File: config.mk
export PLATFORM = sky130hd
export DESIGN_NAME = mem_access_ctrl
export DESIGN_NICKNAME = d
export VERILOG_FILES = /design/src/rtl/mem_access_ctrl_pkg.sv /design/src/rtl/mem_access_ctrl_load_extend.sv /design/src/rtl/mem_access_ctrl.sv
export SDC_FILE = /design/constraint.sdc
export NUM_CORES = 1
export LEC_CHECK = 0
export ABC_AREA = 1
export ABC_CLOCK_PERIOD_IN_PS = 3500
export CAP_MARGIN = 20
export CORE_MARGIN = 3
export CORE_UTILIZATION = 50
export DETAILED_ROUTE_END_ITERATION = 10
export PLACE_DENSITY_LB_ADDON = 0.15
export SKIP_LAST_GASP = 1
export SLEW_MARGIN = 10
export SYNTH_ARGS = -nofsm -noshare
export SYNTH_HDL_FRONTEND = slang
export SYNTH_HIERARCHICAL = 1
export SYNTH_SLANG_ARGS = --single-unit
File: constraint.sdc
create_clock -name clk -period 3.5 [get_ports clk]
set_input_delay 0.525 -clock clk [delete_from_list [all_inputs] [get_ports clk]]
set_output_delay 0.525 -clock clk [all_outputs]
set_load 0.02 [all_outputs]
File: src/rtl/mem_access_ctrl_pkg.sv
// common: shared bus types and access-size helpers for the memory stage
package common;
  typedef logic [63:0] u64;
  typedef logic [7:0] strobe_t;
  typedef enum logic [1:0] {MSIZE1, MSIZE2, MSIZE4, MSIZE8} msize_t;
  function automatic strobe_t size_mask(msize_t m);
    return m == MSIZE1 ? 8'h01 : m == MSIZE2 ? 8'h03 : m == MSIZE4 ? 8'h0F : 8'hFF;
  endfunction
  function automatic logic misaligned(msize_t m, logic [2:0] a);
    return m == MSIZE2 ? a[0] : m == MSIZE4 ? |a[1:0] : m == MSIZE8 ? |a : 1'b0;
  endfunction
endpackage

File: src/rtl/mem_access_ctrl_load_extend.sv
// mem_load_extend: picks the addressed lane out of a raw read word and extends it to 64 bits
module mem_load_extend
  import common::*;
(
  input  logic [2:0] lane,
  input  msize_t     msize,
  input  logic       is_unsigned,
  input  u64         raw,
  output u64         y
);
  u64 sh;
  logic sg;
  assign sh = raw >> {lane, 3'b000};
  assign sg = ~is_unsigned & (msize == MSIZE1 ? sh[7] : msize == MSIZE2 ? sh[15] : sh[31]);
  assign y = msize == MSIZE1 ? {{56{sg}}, sh[7:0]} :
             msize == MSIZE2 ? {{48{sg}}, sh[15:0]} :
             msize == MSIZE4 ? {{32{sg}}, sh[31:0]} : sh;
endmodule

File: src/rtl/mem_access_ctrl.sv
// mem_access_ctrl: memory-stage load/store sequencer driving a request/response data bus
module mem_access_ctrl
  import common::*;
(
  input  logic    clk,
  input  logic    reset,
  input  logic    req_valid,
  input  logic    req_store,
  input  u64      req_addr,
  input  u64      req_data,
  input  msize_t  req_msize,
  input  logic    req_unsigned,
  output logic    dreq_valid,
  output u64      dreq_addr,
  output msize_t  dreq_size,
  output strobe_t dreq_strobe,
  output u64      dreq_data,
  input  logic    dresp_addr_ok,
  input  logic    dresp_data_ok,
  input  u64      dresp_data,
  output logic    busy,
  output logic    done,
  output u64      rdata,
  output logic    misalign
);
  typedef enum logic [1:0] {IDLE, REQ, WAIT, RESP} state_t;
  state_t state, state_n;
  logic st_q, uns_q, mis;
  u64 shifted, st_data, ext;
  strobe_t st_strb;
  assign mis = misaligned(req_msize, req_addr[2:0]);
  assign shifted = req_data << {req_addr[2:0], 3'b000};
  assign st_strb = req_store ? size_mask(req_msize) << req_addr[2:0] : '0;
  always_comb begin
    st_data = '0;
    for (int i = 0; i < 8; i++) st_data[8*i+:8] = st_strb[i] ? shifted[8*i+:8] : 8'h00;
  end
  always_comb begin
    state_n = state;
    case (state)
      IDLE: if (req_valid) state_n = mis ? RESP : REQ;
      REQ: if (dresp_addr_ok) state_n = dresp_data_ok ? RESP : WAIT;
      WAIT: if (dresp_data_ok) state_n = RESP;
      default: state_n = IDLE;
    endcase
  end
  always_ff @(posedge clk) begin
    if (reset) state <= IDLE;
    else state <= state_n;
  end
  // bus fields are captured once in IDLE so they stay stable while REQ waits for addr_ok
  always_ff @(posedge clk) begin
    if (reset) begin
      dreq_addr <= '0;
      dreq_size <= MSIZE1;
      dreq_strobe <= '0;
      dreq_data <= '0;
      st_q <= 1'b0;
      uns_q <= 1'b0;
      misalign <= 1'b0;
      rdata <= '0;
    end else begin
      if (state == IDLE && req_valid) begin
        dreq_addr <= req_addr;
        dreq_size <= req_msize;
        dreq_strobe <= mis ? '0 : st_strb;
        dreq_data <= mis ? '0 : st_data;
        st_q <= req_store;
        uns_q <= req_unsigned;
        misalign <= mis;
        rdata <= '0;
      end
      if ((state == REQ || state == WAIT) && state_n == RESP) rdata <= st_q ? '0 : ext;
    end
  end
  mem_load_extend u_ext (
    .lane(dreq_addr[2:0]),
    .msize(dreq_size),
    .is_unsigned(uns_q),
    .raw(dresp_data),
    .y(ext)
  );
  assign dreq_valid = state == REQ;
  assign busy = state != IDLE;
  assign done = state == RESP;
endmodule

==> impl_metrics.env <==
export IMPL_status="complete, no violations"
export IMPL_diodes=0
export IMPL_critPathMaxStageDelay_ps=760
export IMPL_die_h_um=160
export IMPL_setup_viol=0
export IMPL_finalInstanceArea_um2=16600
export IMPL_cts_sinks=207
export IMPL_skew_ps=8.62
export IMPL_io_pins=407
export IMPL_worstHoldStart="dreq_addr[59]"
export IMPL_die_x_um=160
export IMPL_drcViolationCount=0
export IMPL_synth_warning_count=6
export IMPL_cp_arrival_ps=2160
export IMPL_reg2reg_to="rdata[22]"
export IMPL_rows=55
export IMPL_r2r_cells=9
export IMPL_layout_min_cycle_time_ps=2680
export IMPL_cts_root_buf="clkbuf_16"
export IMPL_critPathLaunchType="register"
export IMPL_tightest_slew_ps=915
export IMPL_peakVddDrop_uv=566
export IMPL_wl_um=46100
export IMPL_synth_seq_area_share_pct=34.9
export IMPL_path_cells="buf_4, clkdlybuf4s50_1"
export IMPL_cts_tree="done"
export IMPL_htree_levels=1
export IMPL_synth_area_leaders="dfxtp_1 (35%), nand2_1 (20%), nand3_1 (10%)"
export IMPL_yosysTopAreaCellShare_pct=34.9
export IMPL_leakage_nw=6.71
export IMPL_ys_flop_type="dfxtp_1"
export IMPL_fmax_ghz=0.373
export IMPL_synth_most_common_cell="nand2_1"
export IMPL_postSynthCellCount=1911
export IMPL_post_cts_buffers=0
export IMPL_synth_edf_count=0
export IMPL_utilization_pct=72.3
export IMPL_io_buffers=406
export IMPL_criticalPathCategory="register to output port"
export IMPL_detailedRoute_firstIterationViolations=1388
export IMPL_ys_ff_latch=207
export IMPL_cp_endpoint="dreq_addr[0]"
export IMPL_ctsResizeCount=0
export IMPL_syn_to_final_growth_pct=40.1
export IMPL_grt_overflow=0
export IMPL_avgSynthCellArea_um2=6.21
export IMPL_vias=14000
export IMPL_r2r_setup_slack_ps=910
export IMPL_post_route_period_util_pct=76.7
export IMPL_grt_max_degree=109
export IMPL_grt_pass1_wl_um=71500
export IMPL_startpoint="dreq_addr[0]"
export IMPL_ys_types=39
export IMPL_grt_pass1_vias=13200
export IMPL_dr_pass1_iters=8
export IMPL_slew_viol_final=0
export IMPL_start_util_pct=51.6
export IMPL_hold_violations=0
export IMPL_placed_area_um2=15800
export IMPL_clockBufferDepth=3
export IMPL_cts_clk_slew_worst_paths_ps=60
export IMPL_fp_coreArea_um2=23000
export IMPL_viasPerCell=5.51
export IMPL_async_reset_ff_share_pct=0
export IMPL_antenna_found_initial=0
export IMPL_nNetsFinal=2424
export IMPL_rsz0062_at_grt="false"
export IMPL_final_setup_tns_ps=0
export IMPL_drv_cap=0
export IMPL_syn_area_um2=11900
export IMPL_cp_required_ps=2970
export IMPL_power_density_nw_per_um2=638
export IMPL_yosys_area_top_type="dfxtp_1"
export IMPL_min_path_type="register to register"
export IMPL_ant_nets=0
export IMPL_yosys_top_cells_count="nand2_1 (646), nand3_1 (245), a21oi_1 (229), dfxtp_1 (207), nor2_1 (147)"
export IMPL_relSlewSlack_pct=39.0
export IMPL_end_kind="output port"
export IMPL_clock_latency_ps=530
export IMPL_place_congestion=1.02
export IMPL_wl_per_cell_um=18.1
export IMPL_globalRouteTotalUtil_pct=34.1
export IMPL_layout_drive_gt1_share_pct=4.61
export IMPL_crit_slowest_cell="clkdlybuf4s50_1"
export IMPL_path_max_fanout=75
export IMPL_synth_net_count=2116
export IMPL_rr_startpoint="state[0]"
export IMPL_dp_hpwl_um=33600
export IMPL_die_area_um2=25600
export IMPL_numCtsBuffers=24
export IMPL_hold_buffers=0
[logic make-up after synthesis]
| group | Yosys count | synth area share, % |
|---|---|---|
| buffers and inverters | 256 | 9.66 |
| adder cells (fa/ha/maj) | 4 | 0.422 |
| flip-flops | 207 | 34.9 |
| AND/OR/NAND/NOR | 1080 | 38.4 |
| AO/OA/AOI/OAI | 361 | 16.3 |
| multiplexers | 3 | 0.253 |
[stage by stage]
stage	worst slack [ps]	power [mW]	hold WS, ps	instances
final	815	10.6	463	2549
after floorplan	1680	6.49	445	1911
after global routing	694	11.3	477	2549
after CTS	784	10.6	464	2548
after detailed placement	696	7.99	454	2505
after global placement	744	7.92	451	2505
[worst max-delay path, delay by kind of cell, from the launching register on]
kind	cells	cell delay (ps)
buffers and inverters	2	1280
flip-flops	1	330
[final cells by class]
| class | instances | area [um^2] |
|---|---|---|
| tap | 313 | 392 |
| multi-input combinational | 1448 | 6580 |
| timing repair buffer | 435 | 4310 |
| clock buffer | 28 | 626 |
| sequential | 207 | 4150 |
| inverter | 103 | 389 |
| clock inverter | 15 | 174 |
| fill | 1969 | 6370 |
[where the power goes]
part | internal (mW) | total [mW] | switching [mW]
sequential | 2.67 | 2.87 | 0.201
combinational | 1.71 | 5.17 | 3.46
clock | 1.51 | 2.56 | 1.05
total | 5.89 | 10.6 | 4.71
[cell usage in the layout, fill, tap and decap left out, types with 3 or more instances in the layout]
| cell | Yosys | final |
|---|---|---|
| inv_2 | 5 | 5 |
| inv_1 | 97 | 97 |
| a22oi_1 | 8 | 8 |
| dfxtp_1 | 207 | 204 |
| o21ai_0 | 80 | 80 |
| o21a_1 | 17 | 17 |
| mux2i_1 | 3 | 3 |
| nand4_1 | 15 | 15 |
| nor2_1 | 147 | 147 |
| a21oi_1 | 229 | 229 |
| nand3_2 | 4 | 4 |
| buf_4 | 20 | 27 |
| o21ai_1 | 5 | 5 |
| bufinv_16 | 0 | 3 |
| nor2_4 | 3 | 3 |
| a211oi_1 | 5 | 5 |
| ha_1 | 4 | 4 |
| clkbuf_16 | 0 | 24 |
| clkdlybuf4s50_1 | 0 | 405 |
| nand2_1 | 646 | 646 |
| nand3_1 | 245 | 245 |
| clkbuf_1 | 78 | 3 |
| o211ai_1 | 12 | 12 |
| or2_2 | 3 | 3 |
| clkinvlp_4 | 0 | 5 |
| nand2_2 | 3 | 3 |
| dfxtp_2 | 0 | 3 |
| nand3b_1 | 3 | 3 |
| clkinv_2 | 0 | 6 |
[state kept, by name, summed over array words and instances (netlist names)]
signal       cells
misalign         1
rdata           64
state            2
dreq_addr       64
uns_q            1
dreq_data       64
dreq_size        2
st_q             1
dreq_strobe      8
[worst min-delay path by stage]
| stage | to | slack [ps] | depth (start not counted) |
|---|---|---|---|
| final | dreq_addr[59] | 460 | 2 |
| after global placement | dreq_addr[50] | 450 | 2 |
| after floorplan | uns_q | 450 | 2 |
| after CTS | dreq_addr[59] | 460 | 2 |
| after global routing | dreq_addr[48] | 480 | 2 |
| after detailed placement | dreq_addr[59] | 450 | 2 |
[routing by layer]
metal	wire length, um	vias to the layer above	track usage, %	share of wire (%)
li1	-	6844	-	-
met1	17800	6362	41.0	38
met2	22500	706	59.5	49
met3	3810	133	5.97	8.3
met4	2050	0	14.9	4.5
met5	0	-	0	0
Power figures use the tool's default switching activity.
